==> config.mk <==
export PLATFORM = sky130hd
export DESIGN_NAME = rtc_tick_gen
export DESIGN_NICKNAME = d
export VERILOG_FILES = /design/src/rtl/rtc_tick_gen.sv
export SDC_FILE = /design/constraint.sdc
export NUM_CORES = 1
export LEC_CHECK = 0
export BUFFER_PORTS_ARGS = -buffer_cell sky130_fd_sc_hd__buf_2
export CAP_MARGIN = 15
export CORE_MARGIN = 2
export CORE_UTILIZATION = 30
export CTS_CLUSTER_SIZE = 14
export DETAILED_ROUTE_END_ITERATION = 7
export GPL_ROUTABILITY_DRIVEN = 0
export PLACE_DENSITY_LB_ADDON = 0.3
export REMOVE_ABC_BUFFERS = 1
export SLEW_MARGIN = 10
export SYNTH_ARGS = -nofsm -noshare
export SYNTH_HDL_FRONTEND = slang
export SYNTH_SLANG_ARGS = --single-unit
==> constraint.sdc <==
create_clock -name clk_i -period 3.5 [get_ports clk_i]
set_clock_uncertainty 0.1 [all_clocks]
set_input_delay 0.35 -clock clk_i [delete_from_list [all_inputs] [get_ports clk_i]]
set_output_delay 0.35 -clock clk_i [all_outputs]
set_load 0.1 [all_outputs]
==> src/rtl/rtc_tick_gen.sv <==
// rtc_tick_gen -- fractional-N RTC square-wave generator (clk_i domain).
//
// Each enabled cycle a phase accumulator adds inc_q. Every carry-out flips
// rtc_o, so f_rtc = f_clk * inc_q / 2^(ACC_WIDTH+1). This allows non-integer
// clk/rtc ratios while keeping the long-term rate exact.
//
// Ports
//   clk_i        clock
//   rst_ni       async reset, active low (release is expected synchronous to clk_i)
//   testmode_i   rtc_o toggles on every enabled cycle; phase holds
//   en_i         advance; when low all state holds and tick_o drops
//   clear_i      synchronous clear of phase, rtc_o and tick_o (inc_q kept)
//   inc_i        new phase increment
//   inc_valid_i  one-cycle strobe that loads inc_i
//   rtc_o        registered square wave, to CLINT rtc_i
//   tick_o       one-cycle pulse in the first cycle rtc_o is high
//   inc_o        active increment readback
module rtc_tick_gen #(
  parameter int unsigned          ACC_WIDTH   = 32,
  parameter logic [ACC_WIDTH-1:0] DEFAULT_INC = 32'd2814750
) (
  input  logic                 clk_i,
  input  logic                 rst_ni,
  input  logic                 testmode_i,
  input  logic                 en_i,
  input  logic                 clear_i,
  input  logic [ACC_WIDTH-1:0] inc_i,
  input  logic                 inc_valid_i,
  output logic                 rtc_o,
  output logic                 tick_o,
  output logic [ACC_WIDTH-1:0] inc_o
);

  logic [ACC_WIDTH-1:0] acc_q;
  logic [ACC_WIDTH-1:0] inc_q;
  logic [ACC_WIDTH:0]   sum;
  logic                 rtc_q;
  logic                 tick_q;

  // One extra bit holds the carry; the low bits wrap into acc_q.
  assign sum = {1'b0, acc_q} + {1'b0, inc_q};

  // Increment register is independent of clear/enable/testmode so software
  // can retune at any time; acc_q is never touched here, keeping phase
  // continuous across a load. The new value is first used on the next add.
  always_ff @(posedge clk_i or negedge rst_ni) begin
    if (!rst_ni)          inc_q <= DEFAULT_INC;
    else if (inc_valid_i) inc_q <= inc_i;
  end

  always_ff @(posedge clk_i or negedge rst_ni) begin
    if (!rst_ni) begin
      acc_q  <= '0;
      rtc_q  <= 1'b0;
      tick_q <= 1'b0;
    end else if (clear_i) begin
      acc_q  <= '0;
      rtc_q  <= 1'b0;
      tick_q <= 1'b0;
    end else if (!en_i) begin
      tick_q <= 1'b0;
    end else if (testmode_i) begin
      rtc_q  <= ~rtc_q;
      tick_q <= ~rtc_q;
    end else begin
      acc_q <= sum[ACC_WIDTH-1:0];
      if (sum[ACC_WIDTH]) begin
        rtc_q  <= ~rtc_q;
        // Tick only on the 0->1 transition, i.e. once per rtc period.
        tick_q <= ~rtc_q;
      end else begin
        tick_q <= 1'b0;
      end
    end
  end

  // All outputs come straight from flops: glitch-free, no input->output path.
  assign rtc_o  = rtc_q;
  assign tick_o = tick_q;
  assign inc_o  = inc_q;

endmodule
=== After elaboration in Yosys (flattened, before gate mapping) ===
Index checks and enable logic that the tools add are counted.
W data, S select, Z words.

* Output and inout bits: 34
* Logic and storage cells: 22
* Bits in registers: 66

* Muxes and demuxes: 11
* Equal/unequal tests: 1
* Add/subtract/negate cells: 1
* Bitwise operators: 1
* Reduce and logical (&&, ||, !) cells: 4

{| class="wikitable"
|+ Operators by type and width
! operator !! number
|-
| $mux W32 || 3
|-
| $add A32 B32 Y33 || 1
|-
| $mux W1 || 8
|-
| $reduce_and A2 Y1 || 2
|-
| $reduce_bool A3 Y1 || 1
|-
| $ne A2 B1 Y1 const B || 1
|-
| $reduce_bool A2 Y1 || 1
|-
| $not A1 Y1 || 1
|}

=== Longest topological paths before layout ===
* Depth after elaboration: 5
* Mapped depth: 10
* Gate-level depth less buffers: 10

=== Worst setup path before layout ===
Ideal clock, no wire load.

* Path kind: reg2reg
* Start point: register inc_q[0] (netlist: inc_o[0])
* End point: register acc_q[28]
* Arrival: 3.044 ns
* Buffers on the path: 0
* Stages on the path, launching flop included: 11
* Period minus slack after synthesis: 3.265 ns
* Path slack: 0.235 ns
* Cells stage by stage: dfrtp_1 ha_1 fa_1 a211oi_1 o211ai_1 a21oi_1 o31ai_1 a31o_2 a221oi_1 xnor2_1 a22o_1

* Longest elaborated chain between the ends: 4

{| class="wikitable"
|+ RTL lines
! what !! RTL line !! RTL
|-
| start: declaration || 35 || <nowiki>logic [ACC_WIDTH-1:0] inc_q;</nowiki>
|-
| start signal: assignment || 48 || <nowiki>else if (inc_valid_i) inc_q <= inc_i;</nowiki>
|-
| $add A32 B32 Y33 || 41 || <nowiki>assign sum = {1'b0, acc_q} + {1'b0, inc_q};</nowiki>
|-
| $mux W32 || 62 || <nowiki>end else if (testmode_i) begin</nowiki>
|-
| $mux W32 || 60 || <nowiki>end else if (!en_i) begin</nowiki>
|-
| $mux W32 || 56 || <nowiki>end else if (clear_i) begin</nowiki>
|-
| end signal: assignment || 66 || <nowiki>acc_q <= sum[ACC_WIDTH-1:0];</nowiki>
|-
| end: declaration || 34 || <nowiki>logic [ACC_WIDTH-1:0] acc_q;</nowiki>
|}

No other way between the ends. The select of a mux whose other input is x is not followed.
A chain may end at the register's enable or synchronous reset.

=== Worst setup path after layout ===
Ends and elaborated chain as after synthesis.

==> summary by stage <==
Outcome
The run finished with clean final reports.

Detailed routing
Detailed routing inserted a total of 3203 vias. The first routing iteration left 128 violations. The total DRC errors in the routed layout is 0. Using the TritonRoute via totals, the vias-per-cell ratio works out to 5.17. The final wirelength is 9490 um.

The number of nets still failing antenna checks after routing is 0. The number of detailed-route iterations in the first pass is 4. After detailed routing, the average wire length per cell comes to 15.3 um.

Logic synthesis
In the synthesized netlist the dominant register cell turns out to be dfrtp_1. The register area share after synthesis is 41.1%. The mux cell area share after synthesis is 9.16%. The share of flip-flops with an asynchronous set or reset is 100%. The number of flip-flops and latches in the synthesized netlist is 66. Of the total synthesized cell area, the portion taken by XOR and XNOR cells is 5.83%. The cell area after synthesis is 0.00406 mm2. The number of distinct standard cells referenced by the synthesized netlist is 48.

Of the total synthesized cell area, the portion taken by full adders, half adders and majority gates is 10.4%. Counting flops with a built-in enable in the synthesized netlist gives 0. The warning count from the yosys run is 0.

The post-synthesis area per instance is 10.9 um2. Counting every instance in the synthesized netlist gives 371. The combinational family with the most area after synthesis is compound AO/OA/AOI/OAI gates. The synthesized netlist devotes 7.37% of its cell area to simple gates. Summing the areas of all compound-gate instances in the mapped netlist gives 23.8% of the synthesized area.

Clocking
After clock tree synthesis, the clock-pin slew on the worst setup and hold paths is 0.05 ns. In this run the post-CTS setup repair buffer count came out at 0. For the worst-skew pair, the clock arrives at the later sink with an insertion delay of 0.34 ns. The clock passes through at most 2 buffers. In this run the clock root is driven by a clkbuf_16. The number of gates resized after CTS was 0. TritonCTS built the clock tree. The clock tree synthesis step divided the H-tree into 3 levels. The number of sinks on the clock net is 66.

Clock tree synthesis inserted a total of 9 buffers. The number of hold-repair buffers added at the cts stage is 0.

Layout
The number of fill cells is 1340. The library cell used most frequently in the layout, excluding fill and tap cells, is buf_2. The total area of multi-input combinational cells is 0.00230 mm2. The share of cells above drive strength 1 is 31.8%. The post-layout net count is 509.

After routing the design area is 0.00491 mm2. The library cells used most frequently in the layout, excluding fill and tap cells, are buf_2 (71), dfrtp_1 (53), mux2_2 (33). From synthesis to final layout, the design area changed by 21.0%. The number of antenna diodes in the final layout is 0. Registers take 0.00167 mm2.

Floorplan
The die boundary width is 120 um. Pin placement for this block handled 72 I/O pins. The die is 120 um tall. The die covers 0.0145 mm2. The initial cell density of the core is 30.6%. Row generation in the floorplan step produced 42 rows. After floorplanning, the core was sized to cover 0.0132 mm2.

Pwr
The overall power of the completed layout is 2.78 mW. The leakage power is 2.34 nW. The power density over the cells is 568 mW/mm2. The worst ir drop on vdd is 0.171 mV.

Setup path
The critical path capture point type is a register. In this design, the stage delay of the slowest critical-path cell is 0.43 ns. The depth of the worst register-to-register path is 10. The kind of launch point of the worst setup path is a register. The arrival time reported for the critical path endpoint is 3.23 ns. Traced cell by cell, the critical path runs through ha_1, fa_1, a211oi_1, o211ai_1, a21oi_1, o31ai_1, a31o_2, a221oi_1, xnor2_1, a22o_1. The launching instance or port of the critical path is inc_o[0]$_DFFE_PN0P_.

At the worst endpoint, the required time is 3.63 ns. The top fanout value on the critical path is 4. The type of the worst setup path is reg2reg.

The master of the slowest instance on the critical path is fa_1. The endpoint identified for the worst register-to-register timing path is acc_q[28]$_DFFE_PN0P_. The most critical setup path has its endpoint at acc_q[28]$_DFFE_PN0P_. Across all register-to-register paths, the minimum setup slack is 0.40 ns. The startpoint of the most critical register-to-register path is inc_o[0]$_DFFE_PN0P_.

Global routing
After global routing the overflow that remains totals 0. The via count of the first global-routing pass came to 3158. Entering global routing, the biggest net connects 36 pins. The number of antenna violations at the first check in global routing came to 0. For this run, the total global-route usage over all layers was measured as 13.9%. The global-route wire length before repair is 15800 um.

STA
Derived from the worst setup path, the maximum achievable clock frequency is 322 MHz. The count of pins over their slew limit is 0. Setup violations remaining at the end of the flow were counted as 0. The transition time at the pin with the least slew margin is 0.905 ns. Adding up every negative setup slack in the final design gives 0 ns. The minimum clock period after layout is 3.10 ns.

In this run the tightest slew margin relative to its limit is 39.7%. Setup repair after global routing left no endpoint under its margin. Hold timing on the final database bottoms out at a slack of 0.00109 ns. In the finished design, the share of the clock period the worst path needs comes to 88.6%. The final count of hold timing violations is 0.

Placed design
Detailed placement finished with a half-perimeter wire length of 6740 um. The post-placement cell area is 0.00461 mm2. The number of port buffers is 71.

Job
The max-cap violation count is 0.

Min path
The worst hold path class is in2async.
[cells in the mapped netlist (5+ instances only)]
cell type   n  area share [%]
clkbuf_1   15             1.4
mux2_2     33             9.2
a22o_1     28             6.0
o21ai_0    13             1.6
inv_1       7            0.65
o211ai_1    9             1.7
a31oi_1     6            0.93
a21oi_1    28             3.5
nor2_1      7            0.65
and3_1      5            0.77
xnor2_1    19             4.1
a21o_1     15             2.8
nor3_1      5            0.62
dfrtp_1    53              33
nand2_1    15             1.4
dfstp_2    13             8.4
ha_1       32             9.9
nand3_1     8            0.99
xor2_1      8             1.7
[routing by layer]
| layer | global-route usage, % | share of wire [%] |
|---|---|---|
| met1 | 18.0 | 48 |
| met2 | 21.9 | 46 |
| met3 | 3.35 | 3.9 |
| met4 | 6.10 | 2.0 |
| met5 | 0 | 0 |
[worst min-delay path by stage]
stage,start,slack [ns],depth (start not counted),to
2_1_floorplan,rst_ni,-0.05,0,acc_q[0]$_DFFE_PN0P_
3_3_place_gp,rtc_o$_DFFE_PN0P_,0.37,1,tick_o$_DFF_PN0_
3_5_place_dp,rtc_o$_DFFE_PN0P_,0.38,1,tick_o$_DFF_PN0_
4_1_cts,rst_ni,0.03,1,acc_q[1]$_DFFE_PN0P_
5_1_grt,rst_ni,0.06,1,acc_q[1]$_DFFE_PN0P_
6_report,rst_ni,0.001,1,acc_q[1]$_DFFE_PN0P_
[power by group]
part | internal, mW | switching, mW
clock network | 0.590 | 0.329
logic | 0.308 | 0.649
registers | 0.851 | 0.0576
total | 1.75 | 1.04
[worst max-delay path: cells and delay by family, from the launching register on]
family          cells  cell delay [ns]
xor+xnor            1             0.11
fa+ha+maj           2             0.68
flops               1             0.39
compound gates      7             1.72
[kinds of logic (layout without fill, tap and decap cells)]
| kind of cell | after synthesis | in the layout |
|---|---|---|
| XOR/XNOR | 27 | 27 |
| buffers and inverters | 25 | 97 |
| AND/OR/NAND/NOR | 57 | 57 |
| adder cells (fa/ha/maj) | 33 | 33 |
| multiplexers | 33 | 33 |
| flip-flops | 66 | 66 |
| AO/OA/AOI/OAI | 130 | 130 |
[state kept, by name (all words and copies together) (netlist names)]
signal  count
acc_q      32
inc_o      32
rtc_o       1
tick_o      1
[cell type report]
type / instances / share of cell area [%]
Multi-Input combinational cell: 280 / 46.9
Sequential cell: 66 / 34.0
Timing Repair Buffer: 74 / 7.96
Clock buffer: 14 / 5.38
Tap cell: 176 / 4.49
Clock inverter: 2 / 0.714
Inverter: 7 / 0.536
[stage by stage]
stage	utilization (%)	setup slack, ns	std cells
after floorplan	-	0.234	353
after global placement	34.8	0.538	603
after detailed placement	34.8	0.433	603
after CTS	37.0	0.408	619
after global routing	37.0	0.170	619
final	37.0	0.397	619
(Power assumes the default switching activity.)
